File: src/rtl/serial_adder_pkg.sv
// serial_adder_pkg: shared state encoding, default width and counter sizing
package serial_adder_pkg;
  typedef enum logic [1:0] {IDLE, RUN, DONE} state_t;
  localparam int DEF_WIDTH = 8;
  function automatic int cnt_w(input int w);
    return w < 2 ? 1 : $clog2(w);
  endfunction
endpackage

File: src/rtl/serial_adder_ctrl_if.sv
// serial_adder_ctrl_if: operand request and result handshakes of the serial adder
interface serial_adder_ctrl_if #(parameter int WIDTH = 8);
  logic             in_valid;
  logic             in_ready;
  logic [WIDTH-1:0] a;
  logic [WIDTH-1:0] b;
  logic             sub;
  logic             carry_in;
  logic             out_valid;
  logic             out_ready;
  logic [WIDTH-1:0] sum;
  logic             carry_out;
  logic             overflow;
  logic             busy;
  modport master (
    output in_valid, a, b, sub, carry_in, out_ready,
    input  in_ready, out_valid, sum, carry_out, overflow, busy
  );
  modport slave (
    input  in_valid, a, b, sub, carry_in, out_ready,
    output in_ready, out_valid, sum, carry_out, overflow, busy
  );
endinterface

File: src/rtl/serial_adder_ctrl_full_adder.sv
// FULL_ADDER: gate-level one-bit full adder cell
module FULL_ADDER (
  input  logic a,
  input  logic b,
  input  logic ci,
  output logic s,
  output logic co
);
  assign s  = a ^ b ^ ci;
  assign co = (a & b) | (ci & (a ^ b));
endmodule

File: src/rtl/serial_adder_ctrl.sv
// serial_adder_ctrl: bit-serial add/subtract sequencing one full-adder cell LSB first
module serial_adder_ctrl
  import serial_adder_pkg::*;
#(
  parameter int WIDTH = DEF_WIDTH
) (
  input logic clk,
  input logic rst_n,
  serial_adder_ctrl_if.slave bus
);
  localparam int CW = cnt_w(WIDTH);
  localparam logic [CW-1:0] LAST = CW'(WIDTH - 1);
  state_t state, state_nxt;
  logic [WIDTH-1:0] ra, rb, res;
  logic [CW-1:0] cnt;
  logic cy, ov, fs, fc;
  FULL_ADDER u_fa (.a(ra[0]), .b(rb[0]), .ci(cy), .s(fs), .co(fc));
  // state register; reset aborts any operation in flight
  always_ff @(posedge clk or negedge rst_n)
    if (!rst_n) state <= IDLE;
    else state <= state_nxt;
  // next state and handshake decode
  always_comb begin
    state_nxt = state == IDLE ? (bus.in_valid ? RUN : IDLE) :
                state == RUN  ? (cnt == LAST ? DONE : RUN) :
                                (bus.out_ready ? IDLE : DONE);
    bus.in_ready  = state == IDLE;
    bus.out_valid = state == DONE;
    bus.busy      = state != IDLE;
  end
  // operand load on accept, then one bit-step per RUN cycle; the carry flop doubles as carry_out
  always_ff @(posedge clk or negedge rst_n)
    if (!rst_n) begin
      ra  <= '0;
      rb  <= '0;
      res <= '0;
      cnt <= '0;
      cy  <= 1'b0;
      ov  <= 1'b0;
    end else if (state == IDLE && bus.in_valid) begin
      ra  <= bus.a;
      rb  <= bus.sub ? ~bus.b : bus.b;
      cy  <= bus.sub | bus.carry_in;
      cnt <= '0;
      res <= '0;
    end else if (state == RUN) begin
      ra  <= ra >> 1;
      rb  <= rb >> 1;
      res <= {fs, res[WIDTH-1:1]};
      cy  <= fc;
      cnt <= cnt == LAST ? '0 : cnt + 1'b1;
      if (cnt == LAST) ov <= cy ^ fc;
    end
  assign bus.sum       = res;
  assign bus.carry_out = cy;
  assign bus.overflow  = ov;
endmodule

File: src/flat_wrapper.sv
// flat-port wrapper written by rule: the top's interface ports become plain ports
module serial_adder_ctrl_flat import serial_adder_pkg::*;
#(
  parameter int WIDTH = DEF_WIDTH
)
  (clk, rst_n, bus_in_valid, bus_a, bus_b, bus_sub, bus_carry_in, bus_out_ready, bus_in_ready, bus_out_valid, bus_sum, bus_carry_out, bus_overflow, bus_busy);
  serial_adder_ctrl_if #(.WIDTH(WIDTH)) bus_i ();
  input logic clk;
  input logic rst_n;
  input wire logic [$bits(bus_i.in_valid)-1:0] bus_in_valid;
  input wire logic [$bits(bus_i.a)-1:0] bus_a;
  input wire logic [$bits(bus_i.b)-1:0] bus_b;
  input wire logic [$bits(bus_i.sub)-1:0] bus_sub;
  input wire logic [$bits(bus_i.carry_in)-1:0] bus_carry_in;
  input wire logic [$bits(bus_i.out_ready)-1:0] bus_out_ready;
  output wire logic [$bits(bus_i.in_ready)-1:0] bus_in_ready;
  output wire logic [$bits(bus_i.out_valid)-1:0] bus_out_valid;
  output wire logic [$bits(bus_i.sum)-1:0] bus_sum;
  output wire logic [$bits(bus_i.carry_out)-1:0] bus_carry_out;
  output wire logic [$bits(bus_i.overflow)-1:0] bus_overflow;
  output wire logic [$bits(bus_i.busy)-1:0] bus_busy;
  assign bus_i.in_valid = bus_in_valid;
  assign bus_i.a = bus_a;
  assign bus_i.b = bus_b;
  assign bus_i.sub = bus_sub;
  assign bus_i.carry_in = bus_carry_in;
  assign bus_i.out_ready = bus_out_ready;
  assign bus_in_ready = bus_i.in_ready;
  assign bus_out_valid = bus_i.out_valid;
  assign bus_sum = bus_i.sum;
  assign bus_carry_out = bus_i.carry_out;
  assign bus_overflow = bus_i.overflow;
  assign bus_busy = bus_i.busy;
  serial_adder_ctrl #(.WIDTH(WIDTH)) u_core (.clk(clk), .rst_n(rst_n), .bus(bus_i));
endmodule
File: config.mk
export PLATFORM = sky130hd
export DESIGN_NAME = serial_adder_ctrl_flat
export DESIGN_NICKNAME = d
export VERILOG_FILES = /design/src/rtl/serial_adder_pkg.sv /design/src/rtl/serial_adder_ctrl_if.sv /design/src/rtl/serial_adder_ctrl_full_adder.sv /design/src/rtl/serial_adder_ctrl.sv /design/src/flat_wrapper.sv
export SDC_FILE = /design/constraint.sdc
export NUM_CORES = 1
export LEC_CHECK = 0
export CAP_MARGIN = 20
export CORE_MARGIN = 2
export CORE_UTILIZATION = 30
export CTS_BUF_LIST = sky130_fd_sc_hd__clkbuf_4
export DETAILED_ROUTE_END_ITERATION = 8
export SLEW_MARGIN = 20
export SYNTH_ARGS = -nofsm -noshare
export SYNTH_HDL_FRONTEND = slang
export SYNTH_SLANG_ARGS = --single-unit
File: constraint.sdc
create_clock -name clk -period 1.39 [get_ports clk]
set_input_delay 0.278 -clock clk [delete_from_list [all_inputs] [get_ports clk]]
set_output_delay 0.278 -clock clk [all_outputs]
set_load 0.05 [all_outputs]
# After elaboration in Yosys (flattened, before gate mapping)
# Cells that the tools add are included.
# Widths: inputs -> output; s select.
totals:
  register_bits: 31
  output_inout_bits: 13
  word_cells: 42
classes:
  addsub: 1
  eq_ne: 3
  n_mux: 17
  bitwise: 9
  n_reduce_logical: 5
ops:
  columns: ["op", "n"]
  rows:
  - ["$mux 8", 7]
  - ["$mux 3", 3]
  - ["$mux 2", 4]
  - ["$not 8->8", 1]
  - ["$reduce_bool 2->1", 2]
  - ["$add 3x1->3 const B", 1]
  - ["$eq 3x3->1 const B", 1]
  - ["$mux 1", 3]
  - ["$reduce_and 3->1", 1]
  - ["$xor 1x1->1", 3]
  - ["$and 1x1->1", 2]
  - ["$eq 2x1->1 const B", 1]
  - ["$eq 2x2->1 const B", 1]
  - ["$logic_not 2->1", 1]
  - ["$or 1x1->1", 2]
  - ["$logic_and 1x1->1", 1]
  - ["$not 1->1", 1]

# Depth between registers and ports, before layout
depth:
  ltp_word: 5
  depth_mapped: 6
  ltp_nobuf: 5

# Hierarchy
# From an unflattened synthesis, not the netlist that was laid out.
unflattened:
  cells_unflattened: 156
  area_unflattened_um2: 1546.5
by_module_without_submodules:
  columns: ["module", "n_inst", "cells_each", "area_each_um2", "seq_area_each_um2"]
  rows:
  - ["serial_adder_ctrl", 1, 155, 1526.5, 775.7]
  - ["FULL_ADDER", 1, 1, 20.0, 0.0]

# Least setup slack after synthesis
# Ideal clock, no wire load.
synth_path:
  kind: "reg-to-output"
  start: "register u_core.state[0]"
  end: "output bus_busy"
  t_arrival_ps: 1621
  t_required_ps: 1112
  setup_slack_ps: -509
  path_stages_with_launch: 4
  path_buffers: 1
  path_cell_list: "dfrtp_1 -> buf_6 -> nor2_1 -> inv_1"
synth_between:
  elab_chain_cells: 1
synth_rtl:
  columns: ["item", "line_no", "text"]
  rows:
  - ["start: declaration", "serial_adder_ctrl.sv:13", "state_t state, state_nxt;"]
  - ["start signal: assignment", "serial_adder_ctrl.sv:21", "else state <= state_nxt;"]
  - ["$reduce_bool 2->1", "serial_adder_ctrl.sv:29", "bus.busy = state != IDLE;"]
  - ["end: declaration", "flat_wrapper.sv:21", "output wire logic [$bits(bus_i.busy)-1:0] bus_busy;"]
# Every way passes these cells.

# Worst setup path after layout
# Ends and elaborated chain as after synthesis.

==> qor.yml <==
sta:
  fin_crit_sh_pct: 108
  relSlewSlack_pct: 79.8
  slew_viol_final: 0
  period_minus_slack_ns: 1.50
  worst_slack_ns: -0.111
  finClkSkew_ns: 0.0103
  rsz0062_at_grt: "true"
  fmax_mhz: 666
  timing.hold.ws_ns: 0.297
  worst_pin_slew_ns: 0.302
  hold_violations: 0
  finalSetupViolCount: 15
  tns_ns: -0.766
critical_path:
  rr_worst_depth: 6
  crit_path_max_fanout: 4
  reg2reg_slack_ns: -0.05
  arrival_ns: 1.22
  end_kind: "primary output"
  start_kind: "flip-flop"
  crit_required_ns: 1.11
  path_class: "reg -> out"
flow_run:
  cap_violations: 0
cts:
  cts_sinks: 31
  h-tree-depth: 2
  cts_buffers: 5
  clkLatencyLatePin_ns: 0.34
  path_clk_slew_ns: 0.09
  root_buffer: "clkbuf_4"
  cts_tree: "yes"
  cts_hold_buf: 0
  ctsLongestPathBuffers: 2
run_status:
  violations: "negative setup slack"
  run_status: "finished with violations"
finish:
  final_area_um2: 2280
  final_nets: 222
  diodes: 0
  multi_input_area_um2: 666
  drive_gt1_share_pct: 25.3
  seqCellArea_um2: 778
  final_cells: 265
  fillers: 439
  area_growth_pct: 50.9
grt:
  groute.usage.overall_pct: 12.6
  first_global_vias: 1115
  grt_max_degree: 32
  grt_pass1_wl_mm: 5.18
  antenna_found_initial: 0
  overflow: 0
routing:
  wl_per_cell_um: 12.0
  first_pass_iters: 4
  drt_iter0_markers: 57
  dr.max_layer_used: "met4"
  postRouteAntennaNets: 0
  wl_met3_um: 184
  via_count: 1179
  drc: 0
  wl_met2_mm: 1.47
  avgViaCountPerCell: 4.45
  routed_wl_mm: 3.18
  wl_met1_mm: 1.47
logic_synthesis:
  yosys_most_used_dff: "dfrtp_1"
  synthesis.area_um2: 1510
  synthMostInstantiatedCell: "nand2_1"
  synth_common_cells: "nand2_1, dfrtp_1, o21ai_1"
  synthTopCellsByArea: "dfrtp_1, nand2_1, o21ai_1, mux2i_1, xor2_1"
  synth_seq_cells: 31
  yosysUniqueCellTypes: 27
  avgSynthCellArea_um2: 10.1
  synthCells: 149
  yosysWarnings: 0
  syn_nets: 174
  seq_area_frac_synth_pct: 51.4
  netlist.area_leader.share_pct: 51.4
  synth_area_leader_cell: "dfrtp_1"
  synth_edf_count: 0
  async_flop_share_pct: 100
placed_design:
  hpwl_mm: 2.14
  port_buffers: 34
  dp.cells: 251
  post_dp_cell_area_um2: 2100
  gp_congestion: 0.759
floorplan:
  boundaryPins: 35
  rows: 25
  start_util_pct: 31.6
  core-area_um2: 4790
  dieArea_um2: 5620
  die_w_um: 75.0
  chipHeight_um: 75.0
power_and_ir_drop:
  p_leak_nw: 1.02
  ir_drop_mv: 1.11
  p_per_area_nw_per_um2: 2260
  p_total_mw: 5.14
worst_hold_path:
  min_path_type: "in -> async"
per-layer routing:
layer	track usage [%]	vias to the layer above
met5	0	-
met4	5.36	0
met3	4.95	5
met2	19.3	36
met1	15.9	545
li1	-	593
final timing paths:
path,startpoint,endpoint
setup / recovery,u_core.state[0],bus_busy
hold / removal,rst_n,u_core.ra[4]
setup reg to reg,u_core.state[1],u_core.bus.sum[4]
hold reg to reg,u_core.ra[0],u_core.ra[0]
max in group asynchronous,rst_n,u_core.bus.carry_out
min in group clk,bus_a[7],u_core.ra[7]
timing repair:
action,in CTS,in global routing
setup buffers,2,3
pin swaps,1,3
endpoints found under the setup margin,3,28
cloned,0,1
gates resized for setup,3,13
cells in the final DEF, fill, tap and decap left out, types with 2 or more instances in the layout:
cell type	n
a222oi_1	3
buf_6	4
nand2_1	36
a21oi_1	3
clkdlybuf4s50_1	21
xor2_1	8
clkinv_1	2
o21ai_1	21
nor2_4	2
inv_2	2
mux2i_1	9
dfrtp_1	29
o21ai_0	2
clkbuf_4	6
inv_1	6
dfrtp_2	2
buf_12	16
buf_4	9
report_power, final:
part,total [mW],internal (mW),switching (mW),leakage [nW]
clock network,0.522,0.206,0.315,0.0307
registers,1.58,1.30,0.288,0.392
logic,3.04,1.51,1.53,0.592
total,5.14,3.01,2.13,1.02
state kept, by name, indices dropped and copies added, names as in the netlist:
| register | cells |
|---|---|
| u_core.bus.carry_out | 1 |
| u_core.bus.sum | 8 |
| u_core.rb | 8 |
| u_core.cnt | 3 |
| u_core.state | 2 |
| u_core.ra | 8 |
| u_core.bus.overflow | 1 |
worst max-delay path: stages (launching register included):
cell	delay (ns)
dfrtp_2	0.43
buf_6	0.13
nor2_4	0.12
inv_2	0.06
buf_12	0.14
cell families after synthesis:
kind of cell / after synthesis / share of synthesized area [%]
fa+ha+maj: 3 / 2.98
buf+inv: 18 / 7.79
simple gates: 44 / 12.8
flops: 31 / 51.4
compound gates: 33 / 12.5
mux: 11 / 7.37
xor+xnor: 9 / 5.22
stage by stage:
| step | utilization, % | worst slack, ns |
|---|---|---|
| floorplan | - | -0.0418 |
| global placement | 44.0 | -0.169 |
| detailed placement | 44.0 | -0.205 |
| CTS | 45.5 | -0.145 |
| global route | 47.6 | -0.172 |
| finish | 47.6 | -0.111 |
cell type report:
cell class              count  share of cell area, %
clock buffers               6                   1.98
well taps                  67                   3.68
repair buffers             51                   29.3
inverters                   8                   1.32
flip-flops and latches     31                   34.2
clock inverters             2                  0.329
multi-input cells         100                   29.2
Note: power is estimated with default switching activity, not from simulation.
